<file path="config.mk">
export PLATFORM = sky130hd
export DESIGN_NAME = pwm_cmp_sched
export DESIGN_NICKNAME = d
export VERILOG_FILES = /design/src/rtl/pwm_cmp_sched.sv
export SDC_FILE = /design/constraint.sdc
export NUM_CORES = 1
export LEC_CHECK = 0
export ABC_CLOCK_PERIOD_IN_PS = 10550
export BUFFER_PORTS_ARGS = -buffer_cell sky130_fd_sc_hd__buf_2
export CAP_MARGIN = 15
export CORE_MARGIN = 4
export CORE_UTILIZATION = 62
export DETAILED_ROUTE_END_ITERATION = 12
export GPL_TIMING_DRIVEN = 0
export PLACE_DENSITY = 0.83
export SYNTH_ARGS = -nofsm -noshare
export SYNTH_HDL_FRONTEND = slang
export SYNTH_SLANG_ARGS = --single-unit
</file>
<file path="constraint.sdc">
create_clock -name clk -period 10.55 [get_ports clk]
set_clock_uncertainty 0.15 [all_clocks]
set_input_delay 1.5825 -clock clk [delete_from_list [all_inputs] [get_ports clk]]
set_output_delay 1.5825 -clock clk [all_outputs]
set_load 0.005 [all_outputs]
</file>
<file path="src/rtl/pwm_cmp_sched.sv">
// Compare-value scheduler: clamps duty targets and slews cmpA toward them at PWM period boundaries.
// Optional sticky clamp flag enabled by defining PWM_CMP_SCHED_CLAMP_ERR_EN.
module pwm_cmp_sched #(
  parameter int unsigned WIDTH  = 20,
  parameter int unsigned HRBITS = 3,
  parameter int unsigned PERIOD = 'hff
) (
  input  logic             clk,
  input  logic             rst,
  input  logic             prd_start,
  input  logic             tgt_valid,
  input  logic [WIDTH-1:0] tgt_data,
  output logic             tgt_ready,
  input  logic [WIDTH-1:0] step,
  output logic [WIDTH-1:0] cmpA,
  output logic             busy,
  output logic             done,
  output logic             clamp_err
);

  localparam logic [WIDTH-1:0] CMP_MAX = WIDTH'(PERIOD << HRBITS);

  typedef enum logic [1:0] {
    IDLE = 2'd0,
    LOAD = 2'd1,
    RAMP = 2'd2
  } state_t;

  state_t           state, state_d;
  logic [WIDTH-1:0] tgt_q, tgt_q_d;
  logic [WIDTH-1:0] cmp_d;
  logic             ready_d, busy_d, done_d;

  logic             accept;
  logic             tgt_clamp;
  logic [WIDTH-1:0] tgt_sat;
  logic [WIDTH:0]   diff, diff_neg;
  logic [WIDTH-1:0] mag, delta, stepped;
  logic             arrive;

  assign accept    = tgt_valid && tgt_ready;
  assign tgt_clamp = tgt_data > CMP_MAX;
  assign tgt_sat   = tgt_clamp ? CMP_MAX : tgt_data;

  // Signed distance to target in WIDTH+1 bits; step is capped to the distance so cmpA never overshoots.
  assign diff     = {1'b0, tgt_q} - {1'b0, cmpA};
  assign diff_neg = -diff;
  assign mag      = diff[WIDTH] ? diff_neg[WIDTH-1:0] : diff[WIDTH-1:0];
  assign delta    = ((step == '0) || (step >= mag)) ? mag : step;
  assign stepped  = diff[WIDTH] ? (cmpA - delta) : (cmpA + delta);
  assign arrive   = (delta == mag);

  always_ff @(posedge clk) begin
    if (rst) begin
      state     <= IDLE;
      cmpA      <= '0;
      tgt_q     <= '0;
      tgt_ready <= 1'b1;
      busy      <= 1'b0;
      done      <= 1'b0;
    end else begin
      state     <= state_d;
      cmpA      <= cmp_d;
      tgt_q     <= tgt_q_d;
      tgt_ready <= ready_d;
      busy      <= busy_d;
      done      <= done_d;
    end
  end

  always_comb begin
    state_d = state;
    tgt_q_d = tgt_q;
    cmp_d   = cmpA;
    done_d  = 1'b0;
    case (state)
      IDLE: begin
        if (accept) begin
          tgt_q_d = tgt_sat;
          state_d = LOAD;
        end
      end
      LOAD: begin
        if (tgt_q == cmpA) begin
          state_d = IDLE;
          done_d  = 1'b1;
        end else begin
          state_d = RAMP;
        end
      end
      RAMP: begin
        // A boundary step toward the old target lands before a same-cycle retarget takes over.
        if (prd_start) begin
          cmp_d = stepped;
          if (arrive && !accept) begin
            state_d = IDLE;
            done_d  = 1'b1;
          end
        end
        if (accept) begin
          tgt_q_d = tgt_sat;
          state_d = LOAD;
        end
      end
      default: state_d = IDLE;
    endcase
    ready_d = (state_d != LOAD);
    busy_d  = (state_d != IDLE);
  end

`ifdef PWM_CMP_SCHED_CLAMP_ERR_EN
  logic clamped_q;

  always_ff @(posedge clk) begin
    if (rst) begin
      clamped_q <= 1'b0;
      clamp_err <= 1'b0;
    end else begin
      if (accept) clamped_q <= tgt_clamp;
      if (state == LOAD && clamped_q) clamp_err <= 1'b1;
    end
  end
`else
  assign clamp_err = 1'b0;
`endif

endmodule
</file>
==> out/metrics.yaml, run 1 <==
floorplan:
  dieWidth_um: 112
  io_pins: 68
  die_area_um2: 12500
  die_y_um: 112
  core_um2: 10400
  rows: 37
  start_util_pct: 64.2
critical_path:
  reg2reg_to: "cmpA[19]$_SDFFE_PP0P_"
  cpMaxStageDelayCell: "buf_2"
  ff2ff_path_depth: 38
  worstSetupPathType: "register to register"
  end_kind: "register"
  crit_required_ns: 10.61
  startpoint_type: "register"
  cpMostUsedCell: "o21ai_0"
  timing.reg2reg.setup_slack_ns: 0.71
  slowest_delay_ns: 0.43
  r2r_start: "cmpA[2]$_SDFFE_PP0P_"
  arrival_ns: 9.90
  cp_max_fo: 19
sta:
  rsz0062_at_grt: "no"
  timing.final.crit_share_pct: 93.3
  relSlewSlack_pct: 43.8
  slew_violations: 0
  holdWs_ns: 0.323
  hold_viol_final: 0
  final-setup-viol-count: 0
  worst_slew_pin_slew_ns: 0.841
  fmax_ghz: 0.102
  period_needed_ns: 9.84
yosys:
  synth_compound_area_share_pct: 28.7
  synth_cells: 899
  synth_top_family_by_area: "compound AO/OA/AOI/OAI gates"
  async_reset_ff_share_pct: 0
  synthSimpleGateAreaFrac_pct: 28.0
  synth_xor_area_share_pct: 9.70
  syn-num-nets: 1009
  seq_area_frac_synth_pct: 13.5
  synth_largest_area_cell: "dfxtp_1"
  ys_ff_latch: 45
  netlist.area_leader.share_pct: 13.5
  yosys_warnings: 0
  avgSynthCellArea_um2: 7.40
  synth-main-ff-cell: "dfxtp_1"
  synthAdderAreaFrac_pct: 12.6
  synth_edf_count: 0
  synth_area_leaders: "dfxtp_1 (14%), ha_1 (12%), xnor2_1 (5.9%)"
  synth.mux.area_fraction_pct: 1.34
  synth.distinct_cells: 89
  syn_area_um2: 6650
clock_network:
  ctsResizeCount: 2
  clock-sinks: 45
  cts_buffer_depth: 2
  clock_latency_ns: 0.31
  ctsHoldBuffers: 0
  cts_made_buffers: 5
  clkSlewWorstSetupHoldPaths_ns: 0.10
  htreeDepth: 2
  root_buffer: "clkbuf_8"
  cts_setup_buffers: 0
  cts_tree: "done"
layout:
  fillers: 933
  drive_gt1_share_pct: 13.7
  nets: 1081
  fin_cells: 1108
  antenna_cells: 0
  syn2layout_area_growth_pct: 9.01
route:
  final_antenna_net_count: 0
  drc: 0
  vias_per_cell: 6.39
  num_vias: 7076
  initialDrtViolationCount: 924
  routedWlPerCell_um: 17.2
  wl_mm: 19.0
  first_pass_iters: 5
worst_hold_path:
  min_path_cells: 1
  hold_class: "register to register"
  hold_end: "tgt_q[17]$_SDFFE_PP0P_"
  hold_start: "tgt_q[17]$_SDFFE_PP0P_"
outcome:
  status: "complete, no violations"
global_route:
  antenna_found_initial: 0
  grt_pass1_wl_mm: 31.1
  grt_max_degree: 15
  grt_usage_pct: 30.0
  grt_pass1_vias: 6332
  grt_overflow: 0
place:
  gp_congestion: 0.967
  portBuffers: 66
  place_hpwl_mm: 15.5
  place_inst: 1101
run:
  max-cap-violations: 0
## per-layer routing
metal,track usage (%),wire length (um)
met1,41.7,8660
met4,12.0,669
met5,0,0
met3,4.40,1450
met2,46.9,8230
## kinds of logic (layout without fill, tap and decap cells)
kind of cell	count (synthesis)	after routing
xor gates and xnor gates	69	69
other	1	1
adders and majority gates	66	66
DFF	45	45
AOI/OAI and AO/OA	260	260
muxes	8	8
buffers and inverters	97	170
and+or+nand+nor	353	353
## sequential cells by signal (all words and copies together), names as in the netlist
name and count:
cmpA 20, tgt_q 20, state 2, busy 1, done 1, tgt_ready 1
## worst max-delay path by stage
stage / from / end / cells past startpoint
global route: tgt_q[0]$_SDFFE_PP0P_ / cmpA[19]$_SDFFE_PP0P_ / 40
finish: cmpA[2]$_SDFFE_PP0P_ / cmpA[19]$_SDFFE_PP0P_ / 38
CTS: cmpA[2]$_SDFFE_PP0P_ / cmpA[19]$_SDFFE_PP0P_ / 39
floorplan: cmpA[0]$_SDFFE_PP0P_ / cmpA[19]$_SDFFE_PP0P_ / 39
detailed placement: cmpA[0]$_SDFFE_PP0P_ / cmpA[19]$_SDFFE_PP0P_ / 39
global placement: cmpA[0]$_SDFFE_PP0P_ / cmpA[19]$_SDFFE_PP0P_ / 39
## final cells by class
type | instances | area, um2 | share of cell area [%]
clock inverter | 2 | 15.0 | 0.207
buffer | 39 | 184 | 2.54
multi-input combinational | 757 | 5360 | 74.0
tap | 136 | 170 | 2.35
timing repair buffer | 67 | 335 | 4.62
sequential | 45 | 901 | 12.4
inverter | 56 | 210 | 2.90
clock buffer | 6 | 72.6 | 1.00
## critical path, delay by kind of cell (launching register included)
kind	cells	cell delay, ns
adder cells (fa/ha/maj)	3	0.97
multiplexers	2	0.51
buffers and inverters	6	1.82
AO/OA/AOI/OAI	16	4.05
flip-flops	1	0.36
XOR/XNOR	3	0.67
AND/OR/NAND/NOR	8	1.18
## Yosys cell counts, drive strengths merged, types with 7 or more instances
| cell | count |
|---|---|
| ha | 64 |
| xnor2 | 45 |
| or2 | 8 |
| nand2 | 67 |
| or4 | 9 |
| o211ai | 13 |
| nor2 | 87 |
| buf | 20 |
| nand3 | 27 |
| dfxtp | 45 |
| nor4 | 12 |
| a21oi | 62 |
| inv | 56 |
| xor2 | 21 |
| o21a | 10 |
| and2 | 26 |
| or3 | 11 |
| a31oi | 11 |
| nand2b | 13 |
| a211oi | 23 |
| o21ai | 37 |
| and3 | 13 |
| nand4 | 17 |
| clkbuf | 21 |
| nor2b | 11 |
| a21o | 20 |
| o2111ai | 7 |
| nor3 | 34 |
## layout by cell type, fill, tap and decap left out, drive strengths merged, types with 8 or more instances in the layout
cell / instances
nor2: 87
buf: 84
nand2: 67
ha: 64
a21oi: 62
inv: 56
xnor2: 45
dfxtp: 45
o21ai: 37
nor3: 34
clkbuf: 28
nand3: 27
and2: 26
a211oi: 23
xor2: 21
a21o: 20
nand4: 17
and3: 13
nand2b: 13
o211ai: 13
nor4: 12
or3: 11
a31oi: 11
nor2b: 11
o21a: 10
or4: 9
or2: 8
## through the flow
| stage | TNS, ns | instance area, um2 | util (%) | worst slack, ns |
|---|---|---|---|---|
| 6_report | 0 | 7250 | 69.9 | 0.709 |
| 5_1_grt | 0 | 7250 | 69.9 | 0.0785 |
| 4_1_cts | 0 | 7250 | 69.9 | 0.160 |
| 3_5_place_dp | -0.335 | 7150 | 69.0 | -0.224 |
| 3_3_place_gp | -0.0917 | 7150 | 69.0 | -0.0870 |
| 2_1_floorplan | 0 | 6650 | - | 2.00 |
Power of run 1 is left out: the tool's default activity adds up to more than one toggle a clock period on the data nets, which glitch-free logic cannot reach.
==> run 2: changes to the inputs <==
Settings changed: CORE_MARGIN 4 to 5.
==> out/metrics.yaml, run 2 (synthesized netlist as in run 1, its figures left out) <==
floorplan:
  die_y_um: 114  # was 112 um
  start_util_pct: 63.9  # was 64.2%
  rows: 37  # unchanged
  die_area_um2: 12900  # was 12500 um2
  io_pins: 68  # unchanged
  core_um2: 10400  # about the same
  dieWidth_um: 114  # was 112 um
critical_path:
  end_kind: "register"  # unchanged
  crit_required_ns: 10.60  # was 10.61 ns
  startpoint_type: "register"  # unchanged
  critical_path.top_delay_family: "compound AO/OA/AOI/OAI gates"  # unchanged
  reg2reg_to: "cmpA[19]$_SDFFE_PP0P_"  # unchanged
  slowest_delay_ns: 0.44  # was 0.43 ns
  crit_buf_inv: 6  # unchanged
  worstSetupPathType: "register to register"  # unchanged
  arrival_ns: 9.87  # was 9.90 ns
  timing.reg2reg.setup_slack_ns: 0.74  # was 0.71 ns
  cpMostUsedCell: "o21ai_0"  # unchanged
  ff2ff_path_depth: 38  # unchanged
  cpMaxStageDelayCell: "a21oi_2"  # was buf_2
  r2r_start: "cmpA[2]$_SDFFE_PP0P_"  # unchanged
  cp_max_fo: 19  # unchanged
worst_hold_path:
  hold_end: "tgt_q[14]$_SDFFE_PP0P_"  # was tgt_q[17]$_SDFFE_PP0P_
  hold_class: "register to register"  # unchanged
  min_path_cells: 1  # unchanged
  hold_start: "tgt_q[14]$_SDFFE_PP0P_"  # was tgt_q[17]$_SDFFE_PP0P_
sta:
  hold_viol_final: 0  # unchanged
  worst_slew_pin_slew_ns: 0.854  # was 0.841 ns
  timing.final.crit_share_pct: 93.0  # was 93.3%
  period_needed_ns: 9.81  # was 9.84 ns
  setup_tns_ns: 0  # unchanged
  fmax_ghz: 0.102  # about the same
  rsz0062_at_grt: "no"  # unchanged
  slew_violations: 0  # unchanged
  final-setup-viol-count: 0  # unchanged
  relSlewSlack_pct: 42.9  # was 43.8%
clock_network:
  clock-sinks: 45  # unchanged
  htreeDepth: 2  # unchanged
  cts_made_buffers: 5  # unchanged
  ctsHoldBuffers: 0  # unchanged
  clock_latency_ns: 0.31  # about the same
  cts_buffer_depth: 2  # unchanged
  cts_setup_buffers: 0  # unchanged
  clkSlewWorstSetupHoldPaths_ns: 0.09  # was 0.10 ns
  cts_tree: "done"  # unchanged
  root_buffer: "clkbuf_8"  # unchanged
route:
  final_antenna_net_count: 0  # unchanged
  initialDrtViolationCount: 719  # was 924
  wl_mm: 19.4  # was 19.0 mm
  first_pass_iters: 6  # was 5
  num_vias: 7080  # was 7076
  drc: 0  # unchanged
  routedWlPerCell_um: 17.5  # was 17.2 um
  vias_per_cell: 6.39  # about the same
place:
  portBuffers: 66  # unchanged
  place_hpwl_mm: 15.6  # was 15.5 mm
  gp_congestion: 0.972  # was 0.967
global_route:
  grt_usage_pct: 30.0  # about the same
  grt_overflow: 0  # unchanged
  grt_pass1_vias: 6400  # was 6332
  grt_max_degree: 14  # was 15
  antenna_found_initial: 0  # unchanged
  grt_pass1_wl_mm: 31.7  # was 31.1 mm
layout:
  drive_gt1_share_pct: 13.5  # was 13.7%
  syn2layout_area_growth_pct: 8.91  # was 9.01%
  final_core_util_pct: 69.6  # was 69.9%
  layout_common_cells: "nor2_1 (87), buf_2 (77), nand2_1 (67)"  # was nor2_1 (87), buf_2 (78), nand2_1 (67)
  final_common_cell: "nor2_1"  # unchanged
  largestRegisters: "cmpA (20), tgt_q (20), state (2)"  # unchanged
  nets: 1081  # unchanged
  antenna_cells: 0  # unchanged
run:
  max-cap-violations: 0  # unchanged
outcome:
  status: "complete, no violations"  # unchanged
run 2: changes by cell type in the layout (fill, tap and decap cells not counted), sizes merged:
cell / delta
clkbuf: +2
buf: -1
clkinvlp: -1
run 2: worst max path at each step:
stage                     startpoint                    end  slack [ns]  depth (start not counted)
2_1_floorplan   cmpA[0]$_SDFFE_PP0P_  cmpA[19]$_SDFFE_PP0P_        2.00                         39
3_3_place_gp    cmpA[2]$_SDFFE_PP0P_  cmpA[19]$_SDFFE_PP0P_       -0.20                         39
3_5_place_dp    cmpA[0]$_SDFFE_PP0P_  cmpA[19]$_SDFFE_PP0P_       -0.25                         39
4_1_cts        tgt_q[0]$_SDFFE_PP0P_  cmpA[19]$_SDFFE_PP0P_        0.14                         41
5_1_grt        tgt_q[0]$_SDFFE_PP0P_  cmpA[19]$_SDFFE_PP0P_        0.01                         40
6_report        cmpA[2]$_SDFFE_PP0P_  cmpA[19]$_SDFFE_PP0P_        0.74                         38
run 2: cell type report:
type	instances	area (um2)
Buffer	39	186
Clock buffer	7	76.3
Clock inverter	1	7.51
Fill cell	936	3170
Inverter	56	210
Multi-Input combinational cell	757	5360
Sequential cell	45	901
Tap cell	136	170
Timing Repair Buffer	67	335
run 2: repair_timing:
item,in CTS,in global routing
resized for setup,2,6
endpoints found under the setup margin,2,5
gates cloned,0,0
hold endpoints to repair,0,0
run 2: stage by stage:
stage	cells	instance area [um2]	hold WS (ns)	setup slack [ns]
after floorplan	899	6650	0.284	2.00
after global placement	1101	7150	0.295	-0.199
after detailed placement	1101	7150	0.301	-0.251
after CTS	1109	7240	0.323	0.142
after global routing	1108	7250	0.347	0.0124
final	1108	7250	0.318	0.736
run 2: per-layer routing:
metal	wire length, um	track usage [%]
met5	0	0
met4	614	9.94
met2	8520	47.9
met1	8920	41.7
met3	1320	4.03
Power of run 2 is left out for the same reason.
